[src/rtl/seg7_pkg.sv]
// Shared types and tables for the multiplexed seven-segment scanner.
package seg7_pkg;

  // Digit index width; covers up to eight digits.
  localparam int IDX_W = 3;

  typedef enum logic [1:0] {
    S_OFF   = 2'd0,
    S_BLANK = 2'd1,
    S_SHOW  = 2'd2
  } state_e;

  // Active-high segment patterns, bit order {g,f,e,d,c,b,a}; entry 15 first.
  localparam logic [15:0][6:0] SEG_LUT = {
    7'h71, 7'h79, 7'h5E, 7'h39,   // F E d C
    7'h7C, 7'h77, 7'h6F, 7'h7F,   // b A 9 8
    7'h07, 7'h7D, 7'h6D, 7'h66,   // 7 6 5 4
    7'h4F, 7'h5B, 7'h06, 7'h3F    // 3 2 1 0
  };

  // Next digit index, wrapping from the last digit back to digit 0.
  function automatic logic [IDX_W-1:0] idx_wrap(input logic [IDX_W-1:0] idx,
                                                input int n_digits);
    if (idx == IDX_W'(n_digits - 1)) return '0;
    return idx + IDX_W'(1);
  endfunction

endpackage

[src/rtl/hex_to_seg7.sv]
// Hex nibble to seven-segment pattern, with selectable output polarity.
module hex_to_seg7
  import seg7_pkg::*;
#(
  parameter bit ACTIVE_LOW = 1'b1
) (
  input  logic [3:0] nib_i,
  output logic [6:0] seg_o
);

  // Table lookup, inverted for common-anode wiring when requested.
  always_comb begin
    seg_o = SEG_LUT[nib_i];
    if (ACTIVE_LOW) seg_o = ~SEG_LUT[nib_i];
  end

endmodule

[src/rtl/seg7_scan.sv]
// Four-digit (parameterizable) multiplexed seven-segment scanner.
// Rotates one digit per scan tick, with an all-dark gap before each digit
// to suppress ghosting. Outputs are registered from next-state values so
// they move on the same edge as the FSM.
module seg7_scan
  import seg7_pkg::*;
#(
  parameter int N_DIGITS       = 4,
  parameter int BLANK_CYCLES   = 100,
  parameter bit SEG_ACTIVE_LOW = 1'b1,
  parameter bit AN_ACTIVE_LOW  = 1'b1
) (
  input  logic                  clk_i,
  input  logic                  reset_n_i,
  input  logic                  scan_i,
  input  logic                  en_i,
  input  logic [4*N_DIGITS-1:0] data_i,
  input  logic [N_DIGITS-1:0]   dp_i,
  input  logic [N_DIGITS-1:0]   blank_i,
  output logic [6:0]            seg_o,
  output logic                  dp_o,
  output logic [N_DIGITS-1:0]   an_o
);

  localparam int CNT_W = (BLANK_CYCLES > 1) ? $clog2(BLANK_CYCLES) : 1;
  localparam logic [CNT_W-1:0] CNT_LOAD = CNT_W'(BLANK_CYCLES - 1);
  localparam logic [IDX_W-1:0] LAST_IDX = IDX_W'(N_DIGITS - 1);
  localparam logic [N_DIGITS-1:0] AN_OFF = {N_DIGITS{AN_ACTIVE_LOW}};
  localparam logic [6:0] SEG_OFF = {7{SEG_ACTIVE_LOW}};

  state_e               state_q, state_n;
  logic [IDX_W-1:0]     idx_q, idx_n;
  logic [CNT_W-1:0]     cnt_q, cnt_n;
  logic                 scan_q;
  logic                 tick;
  logic                 load;

  logic [4*N_DIGITS-1:0] data_q, data_nx;
  logic [N_DIGITS-1:0]   dp_q, dp_nx;
  logic [N_DIGITS-1:0]   blank_q, blank_nx;

  logic                  show_n;
  logic [N_DIGITS-1:0]   an_hot;
  logic [3:0]            nib_sel;
  logic                  dp_sel;
  logic [6:0]            seg_dec;

  assign tick = scan_i & ~scan_q;

  // Next-state: enable drop wins over everything, including a same-cycle tick.
  always_comb begin
    state_n = state_q;
    idx_n   = idx_q;
    cnt_n   = cnt_q;
    load    = 1'b0;
    if (!en_i) begin
      state_n = S_OFF;
    end else begin
      unique case (state_q)
        S_OFF: begin
          if (tick) begin
            load    = 1'b1;
            idx_n   = '0;
            cnt_n   = CNT_LOAD;
            state_n = S_BLANK;
          end
        end
        S_BLANK: begin
          if (cnt_q == '0) state_n = S_SHOW;
          else             cnt_n   = cnt_q - CNT_W'(1);
        end
        S_SHOW: begin
          if (tick) begin
            idx_n   = idx_wrap(idx_q, N_DIGITS);
            // Shadows refresh only at the frame boundary for coherence.
            load    = (idx_q == LAST_IDX);
            cnt_n   = CNT_LOAD;
            state_n = S_BLANK;
          end
        end
        default: state_n = S_OFF;
      endcase
    end
  end

  // Shadow contents as they will be after this edge.
  always_comb begin
    data_nx  = load ? data_i  : data_q;
    dp_nx    = load ? dp_i    : dp_q;
    blank_nx = load ? blank_i : blank_q;
  end

  assign show_n = (state_n == S_SHOW);

  // Per-digit anode select, suppressed for blanked digits.
  for (genvar d = 0; d < N_DIGITS; d++) begin : g_an
    assign an_hot[d] = show_n & (idx_n == IDX_W'(d)) & ~blank_nx[d];
  end

  // Mux the selected digit's nibble and dp into the single decoder.
  always_comb begin
    nib_sel = 4'h0;
    dp_sel  = 1'b0;
    for (int d = 0; d < N_DIGITS; d++) begin
      if (idx_n == IDX_W'(d)) begin
        nib_sel = data_nx[4*d +: 4];
        dp_sel  = dp_nx[d];
      end
    end
  end

  hex_to_seg7 #(
    .ACTIVE_LOW (SEG_ACTIVE_LOW)
  ) u_dec (
    .nib_i (nib_sel),
    .seg_o (seg_dec)
  );

  // State, shadows and registered pin drivers.
  always_ff @(posedge clk_i) begin
    if (!reset_n_i) begin
      state_q <= S_OFF;
      idx_q   <= '0;
      cnt_q   <= '0;
      scan_q  <= 1'b0;
      data_q  <= '0;
      dp_q    <= '0;
      blank_q <= '0;
      an_o    <= AN_OFF;
      seg_o   <= SEG_OFF;
      dp_o    <= SEG_ACTIVE_LOW;
    end else begin
      state_q <= state_n;
      idx_q   <= idx_n;
      cnt_q   <= cnt_n;
      scan_q  <= scan_i;
      data_q  <= data_nx;
      dp_q    <= dp_nx;
      blank_q <= blank_nx;
      an_o    <= an_hot ^ AN_OFF;
      seg_o   <= show_n ? seg_dec : SEG_OFF;
      dp_o    <= (show_n & dp_sel) ^ SEG_ACTIVE_LOW;
    end
  end

endmodule

[config.mk]
export PLATFORM = sky130hd
export DESIGN_NAME = seg7_scan
export DESIGN_NICKNAME = d
export VERILOG_FILES = /design/src/rtl/seg7_pkg.sv /design/src/rtl/hex_to_seg7.sv /design/src/rtl/seg7_scan.sv
export SDC_FILE = /design/constraint.sdc
export NUM_CORES = 1
export LEC_CHECK = 0
export ABC_AREA = 0
export BUFFER_PORTS_ARGS = -buffer_cell sky130_fd_sc_hd__buf_4
export CAP_MARGIN = 30
export CELL_PAD_IN_SITES_DETAIL_PLACEMENT = 0
export CELL_PAD_IN_SITES_GLOBAL_PLACEMENT = 2
export CORE_MARGIN = 2
export CORE_UTILIZATION = 36
export CTS_CLUSTER_DIAMETER = 60
export DETAILED_ROUTE_END_ITERATION = 8
export GPL_TIMING_DRIVEN = 0
export PLACE_DENSITY = 0.83
export SYNTH_ARGS = -nofsm -noshare
export SYNTH_HDL_FRONTEND = slang
export SYNTH_SLANG_ARGS = --single-unit
[constraint.sdc]
create_clock -name clk_i -period 9.1 [get_ports clk_i]
set_input_delay 1.82 -clock clk_i [delete_from_list [all_inputs] [get_ports clk_i]]
set_output_delay 1.82 -clock clk_i [all_outputs]
set_load 0.02 [all_outputs]
==> impl_metrics.yaml <==
status:
  outcome: "finished, violations left"
  violations: "design-rule violations"
final_layout:
  layout.nets: 350
  antenna_cells: 0
  syn_to_final_growth_pct: 19.71
  multiInputGateArea_mm2: 0.001333
  n_fill_cell: 653
  drive_gt1_share_pct: 18.85
  fin_util_pct: 44.96
  final-seq-area_um2: 980.9
yosys:
  synthFlopType: "dfxtp_1"
  synth_area_per_cell_um2: 9.035
  synth_most_common_cell: "dfxtp_1"
  synth_commonest_cells: "dfxtp_1 (49), nand2_1 (42), mux2i_1 (15), nor2b_1 (15)"
  synth_top_cell_by_area: "dfxtp_1"
  ys_ff_latch: 49
  synth_cells: 267
  synth-edff-count: 0
  ys_async_sr_fraction_pct: 0
  synth_fp_nets: 304
  ys_warn_count: 0
  yosysSeqAreaShare_pct: 40.66
  synth_cell_types: 46
  syn-cell-area_mm2: 0.002412
  synth_area_leaders: "dfxtp_1 (41%), nand2_1 (6.5%), mux2i_1 (6.2%)"
  synth.top_cell.area_share_pct: 40.66
timing:
  fin_setup_tns_ns: 0
  tightest_slew_ns: 0.8370
  setup_viol: 0
  min_period_over_period_pct: 50.39
  rsz0062_at_grt: "no"
  setup_slack_ns: 4.514
  slew_headroom_pct: 43.94
  finalHoldViolations: 0
  clock.fmax_ghz: 0.2181
  skew_ns: 0.004442
  final_max_slew_viol_count: 0
  period_needed_ns: 4.586
worst_setup_path:
  cp_common_cell: "a31oi_1"
  crit_family: "compound AO/OA/AOI/OAI gates"
  crit_chain: "buf_4, and4bb_2, mux2_2, buf_2, nand2_1, a31oi_1, a311oi_1, inv_1, ha_1, a21boi_1, a2111oi_0, a31oi_1"
  cp.arrival_ns: 4.75
  worstSetupPathType: "in2reg"
  path_buf_inv: 3
  crit_required_ns: 9.26
  slowest_stage: "a311oi_1"
  cp-start-kind: "input port"
  crit_fanout: 10
  slowest_delay_ns: 0.63
  cp-end-kind: "flop"
floorplanning:
  initial_core_util_pct: 37.56
  coreArea_mm2: 0.006422
  die_x_um: 85.86
  die_h_um: 85.86
  num_rows: 29
  num_io_pins: 40
  die-area_mm2: 0.007372
clock_network:
  cts_buffers: 5
  postCtsHoldBufs: 0
  cts-resized-gates: 0
  clk_pin_slew_ns: 0.09
  cts.sinks: 49
  insertion_delay_ns: 0.30
  post-cts-setup-buffer-count: 0
  cts_max_level: 2
  clk_path_buf_depth: 2
  cts-root-buf: "clkbuf_8"
  cts_tree: "yes"
drt:
  routed.top_layer: "met4"
  dr_total_vias: 2001
  wl_met2_mm: 2.682
  drt-initial-drc-count: 116
  wl_mm: 5.749
  avgRoutedWirePerCell_um: 14.74
  viasPerCell: 5.131
  drc_errors: 1
  ant_nets: 0
  first_pass_iters: 6
  wl_met1_mm: 2.796
  dr_wl_met3_um: 210
global_route:
  grt_first_pass_wirelength_mm: 9.556
  antenna_found_initial: 0
  grt-ovfl-total: 0
  gr-usage-all-layers_pct: 16.32
  grt_start_max_net_pins: 14
  first_global_vias: 1951
power_and_ir_drop:
  seqPwrFrac_pct: 54.1
  p_clk_share_pct: 31.2
  p_leak_nw: 1.195
  p_switching_mw: 0.1087
  cellPowerDensity_mw_per_mm2: 146.0
  power_frac_comb_pct: 14.8
  switching_share_pct: 25.77
  total_power_mw: 0.4216
  internal_power_mw: 0.3129
  ir_worst_vdd_mv: 0.05078
place:
  dp_hpwl_mm: 4.220
  dpl_worst_slack_ns: 4.215
  place_congestion: 0.8185
  io_buffers: 39
hold_path:
  hold_class: "reg2reg"
run:
  max-cap-violations: 0
power by group through the flow:
| stage | Combinational (mW) | Clock [mW] | Sequential (mW) |
|---|---|---|---|
| after global routing | 0.0698 | 0.147 | 0.229 |
| after detailed placement | 0.0627 | 0 | 0.233 |
| final | 0.0623 | 0.131 | 0.228 |
| after CTS | 0.0630 | 0.138 | 0.228 |
| after global placement | 0.0623 | 0 | 0.233 |
| after floorplan | 0.0405 | 0 | 0.232 |
cell families (layout without fill, tap and decap cells):
group / count (synthesis) / after routing / share of synthesized area [%]
and+or+nand+nor: 104 / 104 / 23.08
muxes: 17 / 17 / 7.313
adders and majority gates: 9 / 9 / 4.668
AOI/OAI and AO/OA: 59 / 59 / 18.36
xor gates and xnor gates: 5 / 5 / 1.816
buffers and inverters: 24 / 70 / 4.098
DFF: 49 / 49 / 40.66
worst paths after layout:
check / slack (ns) / end / start / cells past startpoint
setup reg to reg: 5.67 / seg_o[3] / idx_q[0] / 12
setup / recovery: 4.51 / seg_o[3] / en_i / 12
hold / removal: 0.47 / data_q[5] / data_q[5] / 2
hold reg to reg: 0.47 / data_q[5] / data_q[5] / 2
registers in the layout (all words and copies together), names as in the netlist:
register,flops
blank_q,4
cnt_q,7
dp_o,1
an_o,4
idx_q,3
state_q,2
scan_q,1
dp_q,4
data_q,16
seg_o,7
area by class of cell:
type | count | area share [%]
Multi-Input combinational cell | 194 | 46.14
Inverter | 11 | 1.430
Timing Repair Buffer | 39 | 10.14
Clock buffer | 7 | 2.990
Tap cell | 77 | 3.336
Buffer | 13 | 1.993
Sequential cell | 49 | 33.97
stage by stage:
step	instance area, um^2	std cells	hold slack (ns)
after floorplan	2412	267	0.4437
after global placement	2801	383	0.4538
after detailed placement	2801	383	0.4641
after CTS	2888	390	0.4777
after global routing	2888	390	0.5094
final	2888	390	0.4705
metal layers:
| layer | global-route usage, % | vias to the layer above |
|---|---|---|
| met5 | 0 | - |
| met4 | 4.329 | 0 |
| met3 | 3.272 | 6 |
| met2 | 26.92 | 35 |
| met1 | 21.80 | 918 |
| li1 | - | 1042 |
worst register-to-register path: cells and delay by family, from the launching register on:
family | cells | cell delay [ns]
compound gates | 5 | 1.31
fa+ha+maj | 2 | 0.53
buf+inv | 2 | 0.46
flops | 1 | 0.45
mux | 1 | 0.31
simple gates | 2 | 0.24
cells in the final DEF, fill, tap and decap left out, types with 5 or more instances in the layout:
cell type,instances
ha_1,9
a21oi_1,5
inv_1,11
and2_1,7
dfxtp_1,49
mux2i_1,15
o21ai_0,7
nand3_1,13
nand4_1,5
clkbuf_1,9
nand2_1,42
a211oi_1,6
nor2b_1,15
a21boi_0,13
buf_4,40
clkbuf_8,6
a31oi_1,5
Note: power is estimated with default switching activity, not from simulation.
